## config.mk

```make
export PLATFORM = sky130hd
export DESIGN_NAME = wb_host_master
export DESIGN_NICKNAME = d
export VERILOG_FILES = /design/src/rtl/wb_host_pkg.sv /design/src/rtl/wb_timeout_ctr.sv /design/src/rtl/wb_host_master.sv
export SDC_FILE = /design/constraint.sdc
export NUM_CORES = 1
export LEC_CHECK = 0
export CORE_UTILIZATION = 45
export CTS_CLUSTER_DIAMETER = 150
export DETAILED_ROUTE_END_ITERATION = 8
export PLACE_DENSITY_LB_ADDON = 0.12
export SLEW_MARGIN = 30
export SYNTH_ARGS = -nofsm -noshare
export SYNTH_HDL_FRONTEND = slang
export SYNTH_HIERARCHICAL = 1
export SYNTH_SLANG_ARGS = --single-unit
```

## constraint.sdc

```tcl
create_clock -name wb_clk_i -period 5.6 [get_ports wb_clk_i]
set_input_delay 0.56 -clock wb_clk_i [delete_from_list [all_inputs] [get_ports wb_clk_i]]
set_output_delay 0.56 -clock wb_clk_i [all_outputs]
set_load 0.005 [all_outputs]
```

## src/rtl/wb_host_pkg.sv

```systemverilog
// Shared definitions for the Wishbone host master: FSM state encoding,
// default widths and the helpers that derive select and timer widths.
package wb_host_pkg;

   localparam int DEF_ADDR_W  = 32;
   localparam int DEF_DATA_W  = 32;
   localparam int DEF_TIMEOUT = 255;

   typedef enum logic [1:0] {
      ST_IDLE = 2'd0,
      ST_BUS  = 2'd1,
      ST_RESP = 2'd2
   } state_t;

   function automatic int sel_width(input int data_w);
      return data_w / 8;
   endfunction

   // A disabled timeout still needs a one-bit counter to keep the port legal.
   function automatic int timer_width(input int timeout);
      return (timeout < 1) ? 1 : $clog2(timeout + 1);
   endfunction

endpackage

```

## src/rtl/wb_timeout_ctr.sv

```systemverilog
// Saturating cycle counter that flags the last permitted strobe cycle of a
// Wishbone transfer; TIMEOUT of 0 disables expiry entirely.
module wb_timeout_ctr
   import wb_host_pkg::*;
#(
   parameter int TIMEOUT = DEF_TIMEOUT,
   parameter int CNT_W   = timer_width(TIMEOUT)
) (
   input  logic clk,
   input  logic rst,
   input  logic clear,
   input  logic enable,
   output logic expire
);

   localparam logic [CNT_W-1:0] LAST    = CNT_W'((TIMEOUT == 0) ? 0 : TIMEOUT - 1);
   localparam logic [CNT_W-1:0] CNT_MAX = '1;

   logic [CNT_W-1:0] count;

   // Saturation only matters when expiry is disabled and a slave stalls forever.
   always_ff @(posedge clk or posedge rst) begin
      if (rst) begin
         count <= '0;
      end else if (clear) begin
         count <= '0;
      end else if (enable && (count != CNT_MAX)) begin
         count <= count + 1'b1;
      end
   end

   assign expire = (TIMEOUT != 0) && (count == LAST);

endmodule

```

## src/rtl/wb_host_master.sv

```systemverilog
// Wishbone classic initiator: one single-beat read or write per command,
// answered on a valid/ready response port with read data or a timeout error.
module wb_host_master
   import wb_host_pkg::*;
#(
   parameter int ADDR_W  = DEF_ADDR_W,
   parameter int DATA_W  = DEF_DATA_W,
   parameter int TIMEOUT = DEF_TIMEOUT,
   parameter int SEL_W   = sel_width(DATA_W)
) (
   input  logic              wb_clk_i,
   input  logic              wb_rst_i,
   input  logic              cmd_valid,
   output logic              cmd_ready,
   input  logic              cmd_we,
   input  logic [ADDR_W-1:0] cmd_adr,
   input  logic [DATA_W-1:0] cmd_dat,
   input  logic [SEL_W-1:0]  cmd_sel,
   output logic              rsp_valid,
   input  logic              rsp_ready,
   output logic [DATA_W-1:0] rsp_dat,
   output logic              rsp_err,
   output logic              busy,
   output logic              wbm_cyc_o,
   output logic              wbm_stb_o,
   output logic              wbm_we_o,
   output logic [SEL_W-1:0]  wbm_sel_o,
   output logic [ADDR_W-1:0] wbm_adr_o,
   output logic [DATA_W-1:0] wbm_dat_o,
   input  logic [DATA_W-1:0] wbm_dat_i,
   input  logic              wbm_ack_i
);

   state_t state;
   state_t next_state;

   logic load_cmd;
   logic finish_ok;
   logic finish_err;
   logic timer_clear;
   logic timer_en;
   logic expire;

   wb_timeout_ctr #(
      .TIMEOUT (TIMEOUT)
   ) u_timeout (
      .clk    (wb_clk_i),
      .rst    (wb_rst_i),
      .clear  (timer_clear),
      .enable (timer_en),
      .expire (expire)
   );

   always_ff @(posedge wb_clk_i or posedge wb_rst_i) begin
      if (wb_rst_i) begin
         state <= ST_IDLE;
      end else begin
         state <= next_state;
      end
   end

   // Ack is tested before expiry so a slave answering on the final cycle wins.
   always_comb begin
      next_state  = state;
      load_cmd    = 1'b0;
      finish_ok   = 1'b0;
      finish_err  = 1'b0;
      timer_clear = 1'b0;
      timer_en    = 1'b0;
      case (state)
         ST_IDLE: begin
            timer_clear = 1'b1;
            if (cmd_valid) begin
               load_cmd   = 1'b1;
               next_state = ST_BUS;
            end
         end
         ST_BUS: begin
            if (wbm_ack_i) begin
               finish_ok  = 1'b1;
               next_state = ST_RESP;
            end else if (expire) begin
               finish_err = 1'b1;
               next_state = ST_RESP;
            end else begin
               timer_en = 1'b1;
            end
         end
         ST_RESP: begin
            if (rsp_ready) begin
               next_state = ST_IDLE;
            end
         end
         default: begin
            next_state = ST_IDLE;
         end
      endcase
   end

   // Address, data and select keep their last value after the cycle ends.
   always_ff @(posedge wb_clk_i or posedge wb_rst_i) begin
      if (wb_rst_i) begin
         wbm_we_o  <= 1'b0;
         wbm_sel_o <= '0;
         wbm_adr_o <= '0;
         wbm_dat_o <= '0;
      end else if (load_cmd) begin
         wbm_we_o  <= cmd_we;
         wbm_sel_o <= cmd_sel;
         wbm_adr_o <= cmd_adr;
         wbm_dat_o <= cmd_dat;
      end
   end

   always_ff @(posedge wb_clk_i or posedge wb_rst_i) begin
      if (wb_rst_i) begin
         rsp_dat <= '0;
         rsp_err <= 1'b0;
      end else if (finish_ok) begin
         rsp_dat <= wbm_we_o ? '0 : wbm_dat_i;
         rsp_err <= 1'b0;
      end else if (finish_err) begin
         rsp_dat <= '0;
         rsp_err <= 1'b1;
      end
   end

   // Deriving cyc from the state register lets an async reset drop it at once.
   assign wbm_cyc_o = (state == ST_BUS);
   assign wbm_stb_o = wbm_cyc_o;
   assign cmd_ready = (state == ST_IDLE);
   assign rsp_valid = (state == ST_RESP);
   assign busy      = (state != ST_IDLE);

endmodule
```

Word level (Yosys, flattened, before mapping)
Index checks and enable logic that the tools add are counted.
{"block": "op_classes", "eq_ne": 7, "add_sub_neg": 1, "reduce_logical": 6, "mux": 23}
{"op": "32-bit 2-to-1 mux", "count": 3}
{"op": "8-bit 2-to-1 mux", "count": 2}
{"op": "1-bit 2-to-1 mux", "count": 13}
{"op": "8-bit by 1-bit adder with 8-bit output (second input constant)", "count": 1}
{"op": "8-bit == test (second input constant)", "count": 1}
{"op": "2-bit 2-to-1 mux", "count": 4}
{"op": "8-bit inequality test (second input constant)", "count": 1}
{"op": "2-bit one-hot mux with 3 select lines", "count": 1}
{"op": "2-bit nonzero test", "count": 3}
{"op": "3-bit by 1-bit inequality test with 1-bit output (second input constant)", "count": 1}
{"op": "3-bit AND reduction", "count": 1}
{"op": "2-bit by 1-bit == test with 1-bit output (second input constant)", "count": 1}
{"op": "2-bit == test (second input constant)", "count": 1}
{"op": "2-bit zero test", "count": 1}
{"op": "2-bit by 1-bit inequality test with 1-bit output (second input constant)", "count": 1}
{"op": "2-bit inequality test (second input constant)", "count": 1}
{"op": "1-bit logical AND", "count": 1}
{"block": "word_totals", "reg_bits": 112, "elab_cells": 45}

Depth between registers and ports, before layout
Gate-level depths: netlist (run 1).
{"block": "logic_depth", "word_depth": 7, "mapped_depth": 7}

Hierarchy
Netlist (run 1), hierarchy kept.
{"mod": "wb_host_master", "cells_per_inst": 235, "n_inst": 1, "area_per_inst_um2": 4211.5}
{"mod": "wb_timeout_ctr", "cells_per_inst": 55, "n_inst": 1, "area_per_inst_um2": 524.3}

Worst setup path after synthesis (run 1)
Ideal clock, no wire load.
{"block": "synth_timing", "kind": "register -> register", "startpoint": "register u_timeout.count[5]", "endpoint": "register u_timeout.count[0]", "arrival_ns": 2.099, "stages_incl_launch_ff": 8, "path_slack_ns": 3.376, "period_less_slack_ns": 2.224, "required_ns": 5.475, "cell_sequence": "dfrtp_1 -> and3_1 -> buf_6 -> and3_1 -> nor3b_1 -> inv_1 -> a31oi_4 -> mux2_4"}
{"block": "synth_via", "elab_chain_cells": 6}
{"item": "from (decl)", "line_no": "wb_timeout_ctr.sv:19", "rtl": "logic [CNT_W-1:0] count;"}
{"item": "from (signal assigned)", "line_no": "wb_timeout_ctr.sv:28", "rtl": "count <= count + 1'b1;"}
{"item": "8-bit == test", "line_no": "wb_timeout_ctr.sv:32", "rtl": "assign expire = (TIMEOUT != 0) && (count == LAST);"}
{"item": "net expire", "line_no": "wb_host_master.sv:42", "rtl": "logic expire;"}
{"item": "1-bit 2-to-1 mux", "line_no": "wb_host_master.sv:82", "rtl": "end else if (expire) begin"}
{"item": "1-bit 2-to-1 mux", "line_no": "wb_host_master.sv:79", "rtl": "if (wbm_ack_i) begin"}
{"item": "1-bit 2-to-1 mux", "line_no": "wb_host_master.sv:70", "rtl": "case (state)"}
{"item": "net timer_en", "line_no": "wb_host_master.sv:41", "rtl": "logic timer_en;"}
{"item": "1-bit logical AND", "line_no": "wb_timeout_ctr.sv:27", "rtl": "end else if (enable && (count != CNT_MAX)) begin"}
{"item": "2-bit nonzero test (no source line)"}
The timed path passes the listed nets, and every way through them passes these cells.
A chain may end at the register's enable or synchronous reset.

Worst setup path after layout (run 1)
{"block": "layout_timing", "startpoint": "register state[1]", "endpoint": "register wbm_dat_o[29]"}
{"block": "layout_via", "elab_chain_cells": 2}
{"item": "from (decl)", "line_no": "wb_host_master.sv:34", "rtl": "state_t state;"}
{"item": "from (signal assigned)", "line_no": "wb_host_master.sv:58", "rtl": "state <= next_state;"}
{"item": "2-bit zero test", "line_no": "wb_host_master.sv:70"}
{"item": "1-bit 2-to-1 mux", "line_no": "wb_host_master.sv:70"}
{"item": "to (signal assigned)", "line_no": "wb_host_master.sv:111", "rtl": "wbm_dat_o <= cmd_dat;"}
{"item": "to (decl)", "line_no": "wb_host_master.sv:29", "rtl": "output logic [DATA_W-1:0] wbm_dat_o,"}
Every way passes these cells.

==> results of run 1 <==
-- synth_stat cells --
| master | number |
|---|---|
| nand3_1 | 2 |
| buf_2 | 7 |
| a311oi_1 | 1 |
| or2_1 | 1 |
| nand3_2 | 1 |
| inv_1 | 9 |
| mux2_4 | 71 |
| o31a_1 | 1 |
| nor2_1 | 6 |
| a22o_1 | 32 |
| nor2_2 | 1 |
| and3_1 | 3 |
| clkbuf_1 | 1 |
| nor4_1 | 2 |
| a21oi_1 | 4 |
| buf_6 | 1 |
| nand2_1 | 2 |
| o21ai_0 | 1 |
| nor2b_1 | 2 |
| nor2b_4 | 1 |
| buf_12 | 8 |
| a31oi_4 | 1 |
| nand4_1 | 2 |
| o21ai_1 | 1 |
| mux2_1 | 1 |
| a31oi_1 | 1 |
| and2_4 | 1 |
| or2b_1 | 1 |
| and3b_1 | 1 |
| nor3b_1 | 1 |
| clkbuf_2 | 1 |
| a211oi_2 | 1 |
| dfrtp_1 | 112 |
| ha_1 | 2 |
| buf_4 | 1 |
| nor3_1 | 2 |
| and4_1 | 1 |
| a211oi_1 | 3 |
-- area by class of cell --
class	instances	area (µm²)	area share (%)
Tap cell	136	170	2.43
Clock inverter	2	17.5	0.250
Inverter	9	36.3	0.518
Multi-Input combinational cell	150	1680	24.0
Clock buffer	12	145	2.07
Sequential cell	112	2800	40.0
Timing Repair Buffer	216	2150	30.7
-- placed cells by master, fill, tap and decap left out, types with 2 or more instances in the layout --
| cell type | instances |
|---|---|
| nand2_1 | 2 |
| nor4_1 | 2 |
| clkdlybuf4s50_1 | 212 |
| a211oi_1 | 3 |
| mux2_4 | 71 |
| a21oi_1 | 4 |
| nand4_1 | 2 |
| clkinv_4 | 2 |
| clkbuf_8 | 10 |
| nor2_1 | 6 |
| nor2b_1 | 2 |
| inv_1 | 8 |
| clkbuf_1 | 2 |
| nor3_1 | 2 |
| a22o_1 | 32 |
| dfrtp_1 | 112 |
| and3_1 | 3 |
| ha_1 | 2 |
| nand3_1 | 2 |
| buf_4 | 4 |
-- flip-flops by register name (all words and copies together), names as in the netlist --
signal and flops:
rsp_dat 32, wbm_adr_o 32, wbm_dat_o 32, u_timeout/count 8, wbm_sel_o 4, state 2, rsp_err 1, wbm_we_o 1
-- cell families (layout without fill, tap and decap cells) --
| kind of cell | count (synthesis) | count (layout) | share of synthesized area, % |
|---|---|---|---|
| AO/OA/AOI/OAI | 46 | 46 | 8.24 |
| adder cells (fa/ha/maj) | 2 | 2 | 0.528 |
| buffers and inverters | 28 | 239 | 5.42 |
| flip-flops | 112 | 112 | 59.2 |
| multiplexers | 72 | 72 | 22.7 |
| AND/OR/NAND/NOR | 30 | 30 | 3.88 |
-- power breakdown --
group / internal, W / leakage, nW / total (W) / switching [W]
clock: 0.000172 / 0.0825 / 0.000424 / 0.000253
sequential: 0.00118 / 1.37 / 0.00139 / 0.000209
combinational: 0.00123 / 1.62 / 0.00176 / 0.000532
-- worst min-delay path by stage --
stage,from,slack (ns),to
2_1_floorplan,wb_rst_i,0.38,u_timeout/count[0]
3_3_place_gp,rsp_dat[20],0.49,rsp_dat[20]
3_5_place_dp,rsp_dat[5],0.49,rsp_dat[5]
4_1_cts,rsp_dat[5],0.52,rsp_dat[5]
5_1_grt,rsp_dat[5],0.53,rsp_dat[5]
6_report,rsp_dat[11],0.51,rsp_dat[11]
-- metal layers --
metal / global-route usage (%) / vias to the layer above
met4: 6.94 / 0
met3: 6.18 / 12
met1: 28.2 / 1562
li1: - / 1449
met5: 0 / -
met2: 35.6 / 120
-- metrics by stage --
step | setup slack, ns | total power (W) | hold slack (ns) | util (%) | cells
global route | 2.73 | 0.00379 | 0.528 | 68.2 | 637
detailed placement | 2.83 | 0.00316 | 0.490 | 66.6 | 623
global placement | 2.85 | 0.00313 | 0.487 | 66.6 | 623
finish | 2.88 | 0.00357 | 0.512 | 68.2 | 637
floorplan | 2.31 | 0.00227 | 0.376 | - | 290
CTS | 2.83 | 0.00361 | 0.518 | 68.2 | 637
==> flow_summary.ini, run 1 <==
[run_status]
outcome = complete, no violations

[synth]
syn_nets = 398
ys_ff_latch = 112
synth_cell_type_count = 38
syn_inst = 290
syn_area_um2 = 4740
ys_seq_area_share_pct = 59.2
yosysWarnings = 6
synth_area_leader_cell = dfrtp_1
syn_area_per_cell_um2 = 16.3
synth_top_area_share_pct = 59.2
synthTopCellsByArea = dfrtp_1 59%, mux2_4 23%, a22o_1 5.9%

[detailed_routing]
dr.pass1.iters = 6
dr_total_vias = 3143
route.layer.met1.wl_mm = 4.91
drtAntennaViolNets = 0
wire_per_inst_um = 17.5
route.met3.wl_um = 673
met2WireLength_mm = 5.39
via_per_inst = 4.93
drtIter0Drc = 128
routed_wl_mm = 11.1
highest_layer = met4
drc = 0

[layout]
antenna_cells = 0
area_growth_pct = 47.9
n_fill_cell = 758
nets = 606
design_area_um2 = 7000
drive_gt1_share_pct = 19.0

[critical_path]
cp_num_cells = 4
startpoint = state[1]
r2r-end = wbm_dat_o[29]
critPathLaunchType = flip-flop
crit_type = reg -> reg
worstSetupEndpoint = wbm_dat_o[29]
r2r-start = state[1]
crit_fanout = 44
max_stage_delay_ns = 0.78
required_ns = 5.84
arrival_ns = 2.96
reg2reg_slack_ns = 2.88
crit_path_cell_trace = nor2_2, and2_4, buf_4, mux2_4
crit_buf_inv = 1
r2r.worst_path.cells = 4
path_delay_family = simple AND/OR/NAND/NOR gates
end_kind = flip-flop
cp_slowest_cell = and2_4

[clock_tree]
cts_made_buffers = 9
ctsHoldBuffers = 0
cts_setup_buffers = 0
root_buffer = clkbuf_8
cts_tree = yes
ctsResizeCount = 0
clk_pin_slew_ns = 0.10
htreeDepth = 3
clockBufferDepth = 2
clk_latency_ns = 0.36
cts.sinks = 112

[sta]
finalHoldViolCount = 0
rsz0062_at_grt = no
worst_slew_pin_slew_ns = 0.841
setup_viol = 0
fin_setup_tns_ns = 0
drv_slew = 0
slew_headroom_pct = 44.0
finalCritPeriodShare_pct = 48.6
fin_crit_ns = 2.72
final.setup_skew_ns = 0.0141
fmax_ghz = 0.367

[floorplanning]
coreArea_um2 = 10300
rows = 37
dieArea_um2 = 10900
start_util_pct = 46.1
die_h_um = 105
die_w_um = 105
pin_count = 213

[place]
port_buffers = 212
placed_area_um2 = 6840
gp_congestion = 0.813
dp_hpwl_mm = 7.99

[worst_hold_path]
hold_class = reg -> reg
holdPathStages = 1

[global_route]
grt_pass1_vias = 3409
grt_pass1_wl_mm = 18.3
antenna_found_initial = 0
gr-total-overflow = 0
grt_max_degree = 54
gr-usage-all-layers_pct = 21.8

[power_and_ir_drop]
pwr_density_cell_nw_per_um2 = 509
peakVddDrop_uv = 417
cellLeakagePower_nw = 3.07

[flow_run]
drv_cap = 0
Note: power is estimated with default switching activity, not from simulation.
==> inputs of run 2 (changes only) <==
--- a/config.mk
+++ b/config.mk
@@ -5,7 +5,7 @@
 export SDC_FILE = /design/constraint.sdc
 export NUM_CORES = 1
 export LEC_CHECK = 0
-export CORE_UTILIZATION = 45
+export CORE_UTILIZATION = 38
 export CTS_CLUSTER_DIAMETER = 150
 export DETAILED_ROUTE_END_ITERATION = 8
 export PLACE_DENSITY_LB_ADDON = 0.12
==> constraint.sdc (replaced) <==
create_clock -name wb_clk_i -period 2.5 [get_ports wb_clk_i]
set_input_delay 0.25 -clock wb_clk_i [delete_from_list [all_inputs] [get_ports wb_clk_i]]
set_output_delay 0.25 -clock wb_clk_i [all_outputs]
set_load 0.005 [all_outputs]
==> run 2 against run 1 <==
  * Via count shrank 0.80%
  * Sequential cell count is the same
  * Worst hold slack lost 0.27 ns
  * Sequential power grew 120%
  * Design area grew 3.6%
  * Wire length grew 4.4%
  * Setup slack lost 2.5 ns
  * Combinational power grew 130%
  * Power grew 140%
  * Global-route usage shrank 3.3 points
  * Count of clock-buffer cells in the layout shrank 1
  * Critical path type unchanged
  * Critical endpoint is now u_timeout/count[5]
  * Highest routed layer unchanged
==> flow_summary.ini, run 2 (synthesis gave the netlist of run 1 again) <==
[clock_tree]
cts_tree = yes
cts.sinks = 112
htreeDepth = 3
root_buffer = clkbuf_16
cts_setup_buffers = 0
clockBufferDepth = 2
cts_made_buffers = 9
clk_latency_ns = 0.35
clk_pin_slew_ns = 0.07
ctsHoldBuffers = 0
ctsResizeCount = 0

[floorplanning]
rows = 40
dieArea_um2 = 12900
pin_count = 213
die_h_um = 114
start_util_pct = 39.3
die_w_um = 114
coreArea_um2 = 12100

[sta]
slew_headroom_pct = 60.8
finalCritPeriodShare_pct = 83.7
fmax_ghz = 0.478
rsz0062_at_grt = no
setup_viol = 0
fin_setup_tns_ns = 0
fin_crit_ns = 2.09
timing.hold.ws_ns = 0.238
finalHoldViolCount = 0
worst_slew_pin_slew_ns = 0.587
drv_slew = 0
final.setup_skew_ns = 0.00966

[global_route]
grt_pass1_wl_mm = 18.0
grt_max_degree = 70
gr-usage-all-layers_pct = 18.5
grt_pass1_vias = 3308
gr-total-overflow = 0
antenna_found_initial = 0

[critical_path]
r2r-start = u_timeout/count[5]
cp_slowest_cell = dfrtp_1
arrival_ns = 2.33
max_stage_delay_ns = 0.42
path_delay_family = simple AND/OR/NAND/NOR gates
crit_path_cell_trace = and3_1, and3_1, nor3b_1, buf_4, nand3_2, a211oi_2, mux2_1
crit_fanout = 8
critPathLaunchType = flip-flop
required_ns = 2.73
startpoint = u_timeout/count[5]
reg2reg_slack_ns = 0.41
crit_type = reg -> reg
end_kind = flip-flop
cp_common_cell = and3_1
crit_buf_inv = 1

[detailed_routing]
drc = 0
drtAntennaViolNets = 0
wire_per_inst_um = 17.3
drtIter0Drc = 110
via_per_inst = 4.63
routed_wl_mm = 11.6
dr_total_vias = 3118
dr.pass1.iters = 4

[place]
gp_congestion = 0.739
dp_hpwl_mm = 8.35
port_buffers = 212
place_inst = 660
placed_area_um2 = 6970

[layout]
area_growth_pct = 53.2
layout_commonest_cell = clkdlybuf4s50_1
antenna_cells = 0
n_fill_cell = 964
design_area_um2 = 7260
final_core_util_pct = 60.2
mostFrequentLayoutCells = 212 x clkdlybuf4s50_1, 112 x dfrtp_1, 71 x mux2_4, 32 x a22o_1, 9 x clkbuf_16
fin_cells = 674
nets = 611
reg_top3 = rsp_dat: 32 flops, wbm_adr_o: 32 flops, wbm_dat_o: 32 flops
drive_gt1_share_pct = 20.0

[power_and_ir_drop]
clockPowerShare_pct = 16.5
intPower_w = 0.00623
pwr_density_cell_nw_per_um2 = 1170
peakVddDrop_uv = 1080
pwr-share-seq_pct = 36.6
cellLeakagePower_nw = 3.17
switching_share_pct = 26.9
pwr-share-comb_pct = 46.9
p_sw_w = 0.00229

[run_status]
outcome = complete, no violations

[worst_hold_path]
hold_class = in -> async

[flow_run]
drv_cap = 0
## run 2: per-stage QoR
step / worst slack (ns) / power (W)
finish: 0.407 / 0.00852
global route: 0.211 / 0.00901
CTS: 0.408 / 0.00864
detailed placement: 0.424 / 0.00716
global placement: 0.476 / 0.00709
floorplan: 0.276 / 0.00509
## run 2: per-layer routing
metal | track usage, % | share of wire, % | wire length, µm
met2 | 30.9 | 50 | 5810
met4 | 5.35 | 1.5 | 171
met5 | 0 | 0 | 0
met3 | 6.22 | 6.9 | 805
met1 | 22.7 | 42 | 4850
## run 2: power groups by stage
stage | Combinational (W) | Clock, W | Sequential [W]
2_1_floorplan | 0.00192 | 0 | 0.00317
3_3_place_gp | 0.00398 | 0 | 0.00310
3_5_place_dp | 0.00402 | 0 | 0.00314
4_1_cts | 0.00406 | 0.00146 | 0.00312
5_1_grt | 0.00426 | 0.00154 | 0.00322
6_report | 0.00399 | 0.00141 | 0.00312
## run 2: worst paths after layout
| path | end | cells past startpoint |
|---|---|---|
| max reg2reg | u_timeout/count[5] | 7 |
| min in group wb_clk_i | state[1] | 2 |
| min reg2reg | rsp_dat[11] | 1 |
| max in group asynchronous | wbm_adr_o[16] | 3 |
| max | u_timeout/count[5] | 7 |
| min | u_timeout/count[5] | 2 |
## run 2: area by class of cell
cell class	count	area, µm²	area share (%)
Tap cell	168	210	2.90
Multi-Input combinational cell	150	1680	23.2
Timing Repair Buffer	221	2240	30.9
Clock inverter	3	43.8	0.603
Clock buffer	11	243	3.34
Sequential cell	112	2800	38.6
Inverter	9	37.5	0.517
==> inputs of run 3 (changes only) <==
==> constraint.sdc (replaced) <==
create_clock -name wb_clk_i -period 1.9 [get_ports wb_clk_i]
set_input_delay 0.19 -clock wb_clk_i [delete_from_list [all_inputs] [get_ports wb_clk_i]]
set_output_delay 0.19 -clock wb_clk_i [all_outputs]
set_load 0.005 [all_outputs]
==> run 3 against run 2 <==
  * Die area is the same
  * Clock skew shrank 0.0030 ns
  * Global-route usage grew 0.31 points
  * Critical path depth is the same
  * Core utilization grew 1.2 points
  * Sequential power grew 31%
  * Count of clock-buffer cells in the layout is the same
  * Cell count grew 1.8%
  * Design area grew 2.0%
  * Power grew 34%
  * Largest power group unchanged
==> flow_summary.ini, run 3 (synthesis gave the netlist of run 1 again) <==
[run_status]
outcome = complete, no violations

[sta]
rsz0062_at_grt = yes
finalCritPeriodShare_pct = 96.5
fin_crit_ns = 1.83
drv_slew = 0
fmax_ghz = 0.546
slew_headroom_pct = 76.1
finalHoldViolCount = 0
worst_slew_pin_slew_ns = 0.355
setup_viol = 0
final.setup_skew_ns = 0.00665

[place]
placed_area_um2 = 7070
dp_hpwl_mm = 8.34
gp_congestion = 0.766
port_buffers = 212

[global_route]
antenna_found_initial = 0
gr-usage-all-layers_pct = 18.8
grt_pass1_vias = 3434
grt_pass1_wl_mm = 18.2
grt_max_degree = 49
gr-total-overflow = 0

[floorplanning]
die_w_um = 114
coreArea_um2 = 12100
die_h_um = 114
pin_count = 213
rows = 40
dieArea_um2 = 12900
start_util_pct = 39.3

[detailed_routing]
drtIter0Drc = 198
drc = 0
dr_total_vias = 3207
dr.pass1.iters = 4
drtAntennaViolNets = 0
wire_per_inst_um = 17.1
routed_wl_mm = 11.7
via_per_inst = 4.67

[clock_tree]
clk_pin_slew_ns = 0.07
clockBufferDepth = 2
cts_made_buffers = 9
cts_tree = yes
clk_latency_ns = 0.35
ctsHoldBuffers = 0
root_buffer = clkbuf_16
htreeDepth = 3
cts.sinks = 112

[flow_run]
drv_cap = 0

[power_and_ir_drop]
pwr_density_cell_nw_per_um2 = 1540
finalPower_w = 0.0114
cellLeakagePower_nw = 3.24
peakVddDrop_uv = 692

[critical_path]
end_kind = flip-flop
crit_fanout = 4
reg2reg_slack_ns = 0.07
critPathLaunchType = flip-flop
required_ns = 2.13
crit_type = reg -> reg
arrival_ns = 2.07

[layout]
mostFrequentLayoutCells = 212 x clkdlybuf4s50_1, 112 x dfrtp_1, 71 x mux2_4, 32 x a22o_1, 12 x buf_4
final_core_util_pct = 61.4
area_growth_pct = 56.3
layout_commonest_cell = clkdlybuf4s50_1
n_fill_cell = 971
nets = 621
drive_gt1_share_pct = 22.8
design_area_um2 = 7400
reg_top3 = rsp_dat: 32 flops, wbm_adr_o: 32 flops, wbm_dat_o: 32 flops
antenna_cells = 0

[worst_hold_path]
hold_class = in -> async
==> run 3: cell types whose count changed in the layout (fill, tap and decap cells not counted) <==
cell and change:
buf_12 +1, buf_6 +2, a211oi_2 +2, nor3b_1 -1
nor3b_4 +1, buf_4 +7, clkinv_4 +1, and3_4 +2
and3_1 -2, inv_6 +1, clkinvlp_4 +1, a211oi_1 -2
clkinv_2 -1
==> run 3: final timing paths <==
path	from	endpoint	cells after the start
max reg2reg	u_timeout/count[7]	u_timeout/count[0]	7
max in group asynchronous	wb_rst_i	state[1]	3
max	u_timeout/count[7]	u_timeout/count[0]	7
min reg2reg	rsp_dat[18]	rsp_dat[18]	1
min	wb_rst_i	u_timeout/count[4]	2
min in group wb_clk_i	wbm_dat_i[2]	rsp_dat[2]	2
==> run 3: layout make-up <==
type                       count  area [µm²]  share of cell area [%]
clock buffer                  11         243                    3.28
clock inverter                 5        63.8                   0.862
inverter                       9        37.5                   0.507
multi-input combinational    150        1710                    23.1
sequential                   112        2800                    37.9
tap                          168         210                    2.84
timing repair buffer         231        2330                    31.5
==> run 3: per-stage QoR <==
step | instances | setup WS, ns | setup TNS, ns | hold slack [ns]
final | 686 | 0.0669 | 0 | 0.185
after global routing | 686 | -0.00261 | -0.00261 | 0.185
after CTS | 686 | 0.00797 | 0 | 0.186
after detailed placement | 669 | -0.0226 | -0.0226 | 0.490
after global placement | 669 | 0.0922 | 0 | 0.487
after floorplan | 290 | 0.00469 | 0 | 0.00566
==> run 3: per-layer routing <==
| metal | vias to the layer above | track usage, % | share of wire [%] |
|---|---|---|---|
| met1 | 1594 | 22.6 | 41 |
| met5 | - | 0 | 0 |
| met2 | 116 | 31.5 | 50 |
| li1 | 1483 | - | - |
| met4 | 0 | 5.79 | 1.6 |
| met3 | 14 | 6.64 | 7.4 |
==> run 3: power by group <==
| part | internal, W | switching [W] | total, W |
|---|---|---|---|
| Clock | 0.00107 | 0.000865 | 0.00193 |
| Sequential | 0.00347 | 0.000607 | 0.00408 |
| Combinational | 0.00375 | 0.00161 | 0.00536 |
| Total | 0.00830 | 0.00308 | 0.0114 |
==> run 3: worst max-delay path: stages (launching register included) <==
cell and delay (ns):
dfrtp_1 0.43, and3_4 0.18, and3_4 0.20, nor3b_4 0.23, buf_6 0.14, inv_1 0.05
a31oi_4 0.18, mux2_4 0.32
==> run 3: repair_timing <==
item / in CTS / in global routing
resized for setup: 0 / 5
endpoints found under the setup margin: 1 / 5
setup buffers: 1 / 0
pin swaps: 1 / 3
